`config.mk`:
```
export PLATFORM = sky130hd
export DESIGN_NAME = fir_fold_ctrl_flat
export DESIGN_NICKNAME = d
export VERILOG_FILES = /design/src/rtl/fir_fold_ctrl_pkg.sv /design/src/rtl/fir_fold_ctrl_if.sv /design/src/rtl/fir_fold_ctrl_hist_buf.sv /design/src/rtl/fir_fold_ctrl.sv /design/src/flat_wrapper.sv
export SDC_FILE = /design/constraint.sdc
export NUM_CORES = 1
export LEC_CHECK = 0
export CORE_ASPECT_RATIO = 0.75
export CORE_UTILIZATION = 40
export DETAILED_ROUTE_END_ITERATION = 10
export HOLD_SLACK_MARGIN = 0.02
export SLEW_MARGIN = 20
export SYNTH_ARGS = -nofsm -noshare
export SYNTH_HDL_FRONTEND = slang
export SYNTH_SLANG_ARGS = --single-unit
```
`constraint.sdc`:
```
create_clock -name clk -period 11.4 [get_ports clk]
set_input_delay 1.14 -clock clk [delete_from_list [all_inputs] [get_ports clk]]
set_output_delay 1.14 -clock clk [all_outputs]
set_load 0.03 [all_outputs]
```
`src/rtl/fir_fold_ctrl_pkg.sv`:
```
// Shared constants, coefficient table, FSM states and circular-index helpers
// for the folded 21-tap symmetric FIR.
package fir_pkg;

    localparam int WORD_SIZE = 10;
    localparam int TAPS      = 21;
    localparam int NCOEF     = (TAPS + 1) / 2;
    localparam int ACC_W     = 21;
    localparam int OUT_W     = 12;

    localparam int COEF_W = 6;
    localparam int PRE_W  = WORD_SIZE + 1;
    localparam int PROD_W = PRE_W + COEF_W;
    localparam int PTR_W  = $clog2(TAPS);
    localparam int K_W    = $clog2(NCOEF);

    typedef logic signed [COEF_W-1:0] coef_t;
    typedef logic [PTR_W-1:0]         ptr_t;

    // Unique half of the symmetric impulse response; C[NCOEF-1] is the centre tap.
    localparam coef_t COEF [NCOEF] = '{
        -6'sd1, 6'sd1, 6'sd3, 6'sd2, -6'sd1, -6'sd4,
        -6'sd4, 6'sd1, 6'sd10, 6'sd18, 6'sd21
    };

    typedef enum logic [1:0] {
        IDLE,
        MAC,
        DONE
    } state_t;

    function automatic ptr_t tap_inc(input ptr_t p);
        return (p == ptr_t'(TAPS - 1)) ? '0 : p + ptr_t'(1);
    endfunction

    // (p - j) mod TAPS for p, j already inside 0..TAPS-1.
    function automatic ptr_t tap_sub(input ptr_t p, input ptr_t j);
        logic [PTR_W:0] d;
        d = {1'b0, p} + (PTR_W+1)'(TAPS) - {1'b0, j};
        if (d >= (PTR_W+1)'(TAPS))
            d = d - (PTR_W+1)'(TAPS);
        return d[PTR_W-1:0];
    endfunction

endpackage

```
`src/rtl/fir_fold_ctrl_if.sv`:
```
// Sample-in / result-out handshake bundle for the folded FIR controller.
interface fir_fold_ctrl_if;
    import fir_pkg::*;

    logic signed [WORD_SIZE-1:0] in_data;
    logic                        in_valid;
    logic                        in_ready;
    logic signed [OUT_W-1:0]     out_data;
    logic                        out_valid;
    logic                        out_ready;
    logic                        busy;

    modport master (
        output in_data, in_valid, out_ready,
        input  in_ready, out_data, out_valid, busy
    );

    modport slave (
        input  in_data, in_valid, out_ready,
        output in_ready, out_data, out_valid, busy
    );

endinterface

```
`src/rtl/fir_fold_ctrl_hist_buf.sv`:
```
// 21-entry circular sample history: one write port, two reads addressed
// relative to the newest sample (j = 0 is newest).
module fir_hist_buf
    import fir_pkg::*;
(
    input  logic                        clk,
    input  logic                        rst,
    input  logic                        push,
    input  logic signed [WORD_SIZE-1:0] din,
    input  ptr_t                        rd_j0,
    input  ptr_t                        rd_j1,
    output logic signed [WORD_SIZE-1:0] rd_x0,
    output logic signed [WORD_SIZE-1:0] rd_x1
);

    logic signed [WORD_SIZE-1:0] mem [TAPS];
    ptr_t                        wr_ptr;
    ptr_t                        wr_next;

    assign wr_next = tap_inc(wr_ptr);

    // The pointer moves first and the new sample lands at the moved position.
    always_ff @(posedge clk) begin
        if (rst) begin
            wr_ptr <= '0;
            for (int i = 0; i < TAPS; i++)
                mem[i] <= '0;
        end else if (push) begin
            wr_ptr       <= wr_next;
            mem[wr_next] <= din;
        end
    end

    assign rd_x0 = mem[tap_sub(wr_ptr, rd_j0)];
    assign rd_x1 = mem[tap_sub(wr_ptr, rd_j1)];

endmodule

```
`src/rtl/fir_fold_ctrl.sv`:
```
// Folded 21-tap symmetric FIR: one pre-adder and one MAC walk the 11
// coefficient pairs per sample, giving a 12-bit truncated result.
module fir_fold_ctrl
    import fir_pkg::*;
(
    input  logic            clk,
    input  logic            rst,
    fir_fold_ctrl_if.slave  bus
);

    state_t                      state;
    state_t                      state_n;
    logic [K_W-1:0]              k;
    logic signed [ACC_W-1:0]     acc;
    logic signed [ACC_W-1:0]     acc_next;
    logic signed [OUT_W-1:0]     out_data_q;
    logic                        out_valid_q;
    logic                        accept;
    logic                        last_k;
    ptr_t                        j_lo;
    ptr_t                        j_hi;
    logic signed [WORD_SIZE-1:0] x_lo;
    logic signed [WORD_SIZE-1:0] x_hi;
    logic signed [WORD_SIZE-1:0] x_hi_gated;
    logic signed [PRE_W-1:0]     pre;
    logic signed [PROD_W-1:0]    prod;
    coef_t                       coef;

    assign last_k = (k == K_W'(NCOEF - 1));
    assign j_lo   = ptr_t'(k);
    assign j_hi   = ptr_t'(TAPS - 1) - ptr_t'(k);

    fir_hist_buf u_hist (
        .clk   (clk),
        .rst   (rst),
        .push  (accept),
        .din   (bus.in_data),
        .rd_j0 (j_lo),
        .rd_j1 (j_hi),
        .rd_x0 (x_lo),
        .rd_x1 (x_hi)
    );

    // The centre tap has no mirror partner, so its second addend is zeroed.
    always_comb begin
        x_hi_gated = last_k ? '0 : x_hi;
        pre        = PRE_W'(x_lo) + PRE_W'(x_hi_gated);
        coef       = (int'(k) < NCOEF) ? COEF[k] : '0;
        prod       = PROD_W'(pre) * PROD_W'(coef);
        acc_next   = acc + ACC_W'(prod);
    end

    always_comb begin
        state_n = state;
        accept  = 1'b0;
        case (state)
            IDLE: begin
                if (bus.in_valid) begin
                    accept  = 1'b1;
                    state_n = MAC;
                end
            end
            MAC: begin
                if (last_k)
                    state_n = DONE;
            end
            DONE: begin
                if (bus.out_ready)
                    state_n = IDLE;
            end
            default: state_n = IDLE;
        endcase
    end

    always_ff @(posedge clk) begin
        if (rst)
            state <= IDLE;
        else
            state <= state_n;
    end

    // Output keeps acc_next[11:1] with bit 0 cleared; higher bits simply wrap.
    always_ff @(posedge clk) begin
        if (rst) begin
            k           <= '0;
            acc         <= '0;
            out_data_q  <= '0;
            out_valid_q <= 1'b0;
        end else begin
            case (state)
                IDLE: begin
                    if (accept) begin
                        k   <= '0;
                        acc <= '0;
                    end
                end
                MAC: begin
                    acc <= acc_next;
                    k   <= k + K_W'(1);
                    if (last_k) begin
                        out_data_q  <= {acc_next[OUT_W-1:1], 1'b0};
                        out_valid_q <= 1'b1;
                    end
                end
                DONE: begin
                    if (bus.out_ready)
                        out_valid_q <= 1'b0;
                end
                default: ;
            endcase
        end
    end

    assign bus.in_ready  = (state == IDLE);
    assign bus.busy      = (state != IDLE);
    assign bus.out_data  = out_data_q;
    assign bus.out_valid = out_valid_q;

endmodule

```
`src/flat_wrapper.sv`:
```
// flat-port wrapper written by rule: the top's interface ports become plain ports
module fir_fold_ctrl_flat import fir_pkg::*;
  (clk, rst, bus_in_data, bus_in_valid, bus_out_ready, bus_in_ready, bus_out_data, bus_out_valid, bus_busy);
  fir_fold_ctrl_if bus_i ();
  input  logic clk;
  input  logic rst;
  input wire logic [$bits(bus_i.in_data)-1:0] bus_in_data;
  input wire logic [$bits(bus_i.in_valid)-1:0] bus_in_valid;
  input wire logic [$bits(bus_i.out_ready)-1:0] bus_out_ready;
  output wire logic [$bits(bus_i.in_ready)-1:0] bus_in_ready;
  output wire logic [$bits(bus_i.out_data)-1:0] bus_out_data;
  output wire logic [$bits(bus_i.out_valid)-1:0] bus_out_valid;
  output wire logic [$bits(bus_i.busy)-1:0] bus_busy;
  assign bus_i.in_data = bus_in_data;
  assign bus_i.in_valid = bus_in_valid;
  assign bus_i.out_ready = bus_out_ready;
  assign bus_in_ready = bus_i.in_ready;
  assign bus_out_data = bus_i.out_data;
  assign bus_out_valid = bus_i.out_valid;
  assign bus_busy = bus_i.busy;
  fir_fold_ctrl u_core (.clk(clk), .rst(rst), .bus(bus_i));
endmodule
```
==> results.md <==
- The run finished, with violations left.
- The final reports fail on design-rule violations.
- The largest stage delay on the critical path is 0.60 ns.
- In this run the worst hold path is classified as flip-flop to flip-flop.
- The floorplan has 74 rows.
- Summing over every cut layer, the via total after detailed routing is around 19000.
- The area of the mapped netlist is 22200 um^2.
- The post-route clock skew is 0.0178 ns.
- The initial detailed-routing violation count is 2452.
- The maximum number of buffers from clock root to sink is 3.
- The synthesized design contains 355 register bits.
- The mean instance size in the synthesized netlist is roughly 10 um^2.
- In this run the vertical extent of the chip is 206 um.
- The detailed-placement wirelength estimate is 58300 um.
- The floorplan step defined a core boundary enclosing 54700 um^2.
- From left edge to right edge, the die measures 274 um.
- The slowest stage of the critical path is the sky130_fd_sc_hd__o311ai_2 cell.
- The clock period could shrink to 10.86 ns.
- The number of nets in the finished design is 2336.
- The first detailed-routing pass took 9 iterations.
- For this block, the routed nets add up to just over 80000 um of wire.
- At the worst endpoint, the arrival time is 11.35 ns.
- The largest net degree at the start of global routing is 67.
- The cell sitting at the root of the clock tree is a sky130_fd_sc_hd__clkbuf_16.
- In the global route stage, overall resource usage came out at 28.8%.
- The endpoint identified for the worst register-to-register timing path is u_core.bus.out_data[11].
- The number of sinks handled by clock tree synthesis is 355.
- The tightest hold path in the finished design has a slack of 0.458 ns.
- In the synthesized netlist, the number of instances is 2223.
- The source of the worst hold timing path is u_core.bus.out_data[7].
- TritonCTS created 39 clock buffers.
- The main flop type after synthesis is sky130_fd_sc_hd__edfxtp_1.
- Dividing the detail-routed via count by the number of cells gives 6.27.
- Based on the critical path, the design can be clocked at up to 92.1 MHz.
- The top cell types in the final layout, fill and taps aside, are sky130_fd_sc_hd__edfxtp_1, sky130_fd_sc_hd__nand2_1, sky130_fd_sc_hd__and2_1.
- The number of buffers added to fix hold violations after cts is 0.
- Of the available clock period, the critical path in the final layout requires 95.2%.
- The number of distinct library cells after synthesis is 95.
- The register-to-register path setup slack is 0.54 ns.
- The number of warnings reported in the yosys synthesis log is 0.
- The number of nets in the synthesized netlist is 2333.
- At the pin with the least slew margin, the transition time is 1.12 ns.
- The tool flagged a number of max-cap violations equal to 0.
- The number of enable-type register cells in the synthesized netlist is 320.
- Setup repair after global routing left no endpoint under its margin.
- For the worst flop-to-flop path, the logic depth is 39.
- Compared with the post-synthesis result, the final layout area differs by 11.2%.
- The worst hold path cell count is 2.
- For this run, asynchronously set or reset flops after synthesis account for 0%.
- The worst register-to-register path begins at u_core.u_hist.wr_ptr[0].
- At the later pin of the worst-skew pair, clock insertion delay measures between 0.5 and 0.6 ns.
- TritonCTS built the clock tree.
- The total of endpoints with negative setup slack in the final report is 0.
- The total of buffers placed on input and output ports is 27.
- For this configuration, the core starts out at a cell density of between 40 and 50%.
- The global-route wire length before repair is 119000 um.
- The worst slew margin relative to its limit is 25.4%.
- The number of global-route vias before repair was 17300.
- The total die area is around 57000 um^2.
- Dividing the detail-routed wire length by the instance count gives 27.3 um.
- The initial antenna violation count was 2.
- In this run the worst path has a maximum fanout of 23.
- The depth of the CTS H-tree is 2.
- STA classifies the critical path startpoint as a flip-flop.
- The final setup TNS is 0 ns.
- The number of endpoints with negative hold slack in the final report is 0.
- The max-slew violation count came to 0.
- The count of boundary I/O pins is 29.
- The routability-driven placement congestion ratio is 1.03.
- Clock-pin slew was measured on the worst setup and hold paths at ~0.060 ns.
- The DRC violation count after routing is 8.
- The setup path with the least slack is of type flip-flop to flip-flop.
- The library cell used most frequently in the layout, excluding fill and tap cells, is sky130_fd_sc_hd__edfxtp_1.
- After global routing the overflow that remains totals 0.
- The path with the worst hold slack has its endpoint at u_core.bus.out_data[7].
- The sequential share of the synthesized area is 46.4%.
- The final antenna-violating net count is 0.
- The kind of end point of the critical path is a flip-flop.
- The instance count after placement with tap cells included is roughly 2900.
- The fraction of final layout cells sized beyond drive strength 1 is 13.9%.
- The final cell count without fillers is 2978.
- Data on the critical path is required at its endpoint by 11.89 ns.
## worst max-delay path, delay by kind of cell (launching register included)
| family | cells | cell delay (ns) |
|---|---|---|
| AOI/OAI and AO/OA | 11 | 2.93 |
| xor gates and xnor gates | 4 | 1.15 |
| adders and majority gates | 9 | 3.82 |
| buffers and inverters | 6 | 0.55 |
| DFF | 1 | 0.43 |
| and+or+nand+nor | 9 | 1.88 |
## metal layers
| layer | vias up | part of all wire (%) | global-route usage, % |
|---|---|---|---|
| li1 | 8114 | - | - |
| met1 | 9304 | 45 | 42.8 |
| met2 | 1119 | 41 | 40.4 |
| met3 | 126 | 12 | 8.13 |
| met4 | 2 | 2.6 | 8.29 |
| met5 | - | 0.0086 | 0 |
## worst max-delay path by stage
stage                                 start                       to  slack, ns  depth (start not counted)
floorplan           u_core.u_hist.wr_ptr[0]  u_core.bus.out_data[11]       1.69                         43
detailed placement  u_core.u_hist.wr_ptr[0]  u_core.bus.out_data[11]       0.31                         39
finish              u_core.u_hist.wr_ptr[0]  u_core.bus.out_data[11]       0.54                         39
global placement    u_core.u_hist.wr_ptr[0]  u_core.bus.out_data[11]       0.53                         39
CTS                 u_core.u_hist.wr_ptr[0]  u_core.bus.out_data[11]       0.27                         39
global route                    u_core.k[1]  u_core.bus.out_data[11]       0.05                         41
## layout make-up
| class | count | area, um^2 |
|---|---|---|
| Fill cell | 5147 | 30000 |
| Multi-Input combinational cell | 1632 | 11100 |
| Sequential cell | 355 | 10300 |
| Timing Repair Buffer | 114 | 891 |
| Inverter | 84 | 319 |
| Tap cell | 722 | 903 |
| Clock buffer | 51 | 1080 |
| Antenna cell | 1 | 2.50 |
| Clock inverter | 19 | 114 |
## sequential cells by signal, summed over array words and instances, names as in the netlist
register and count:
u_core.k 4, u_core.u_hist.mem 320, u_core.u_hist.wr_ptr 5, u_core.acc 12, u_core.bus.out_valid 1, u_core.state 2, u_core.bus.out_data 11
## stage by stage
stage               setup WS [ns]  util [%]  area [um^2]
floorplan                    1.69         -        22200
global placement            0.531      42.7        23400
detailed placement          0.310      42.7        23400
CTS                         0.268      44.9        24600
global route               0.0550      45.2        24700
finish                      0.544      45.2        24700
## timing repair
item / CTS / global route
setup endpoints to repair: 0 / 2
setup buffers: 0 / 4
endpoints found under the hold margin: 0 / 0
gates resized for setup: 0 / 18
## synth_stat cells, types with 7 or more instances
cell type                  instances  area (um^2)
sky130_fd_sc_hd__a211oi_1          7         52.6
sky130_fd_sc_hd__a21oi_1          88          440
sky130_fd_sc_hd__a221oi_1         20          175
sky130_fd_sc_hd__a22oi_1          19          143
sky130_fd_sc_hd__a31oi_1          31          194
sky130_fd_sc_hd__a32oi_1          25          219
sky130_fd_sc_hd__and2_1          229         1430
sky130_fd_sc_hd__buf_1             8         30.0
sky130_fd_sc_hd__buf_2            24          120
sky130_fd_sc_hd__buf_4             7         52.6
sky130_fd_sc_hd__clkbuf_1        106          398
sky130_fd_sc_hd__dfxtp_1          35          701
sky130_fd_sc_hd__edfxtp_1        320         9610
sky130_fd_sc_hd__fa_1             41          821
sky130_fd_sc_hd__ha_1             55          688
sky130_fd_sc_hd__inv_1            82          308
sky130_fd_sc_hd__mux2_2           52          586
sky130_fd_sc_hd__mux2i_1          49          490
sky130_fd_sc_hd__nand2_1         319         1200
sky130_fd_sc_hd__nand2b_1         20          125
sky130_fd_sc_hd__nand3_1          99          495
sky130_fd_sc_hd__nand4_1          21          131
sky130_fd_sc_hd__nor2_1           91          342
sky130_fd_sc_hd__nor2b_1          14         87.6
sky130_fd_sc_hd__nor3_1           84          420
sky130_fd_sc_hd__nor4_1            9         56.3
sky130_fd_sc_hd__o21a_1            8         60.1
sky130_fd_sc_hd__o21ai_0          35          175
sky130_fd_sc_hd__o21ai_1           7         35.0
sky130_fd_sc_hd__o22ai_1         113          707
sky130_fd_sc_hd__or2_2            26          163
sky130_fd_sc_hd__xnor2_1          29          254
sky130_fd_sc_hd__xor2_1           10         87.6
## logic make-up after synthesis
logic type	count (synthesis)	share of synthesized area, %
flip-flops	355	46.4
buffers and inverters	236	4.51
XOR/XNOR	44	1.98
adder cells (fa/ha/maj)	96	6.79
AO/OA/AOI/OAI	438	13.6
multiplexers	108	5.55
AND/OR/NAND/NOR	945	21.2
other	1	0.0169
Power is not shown: default switching activity piles up to over one toggle a cycle in this logic, so the estimate is an artifact.
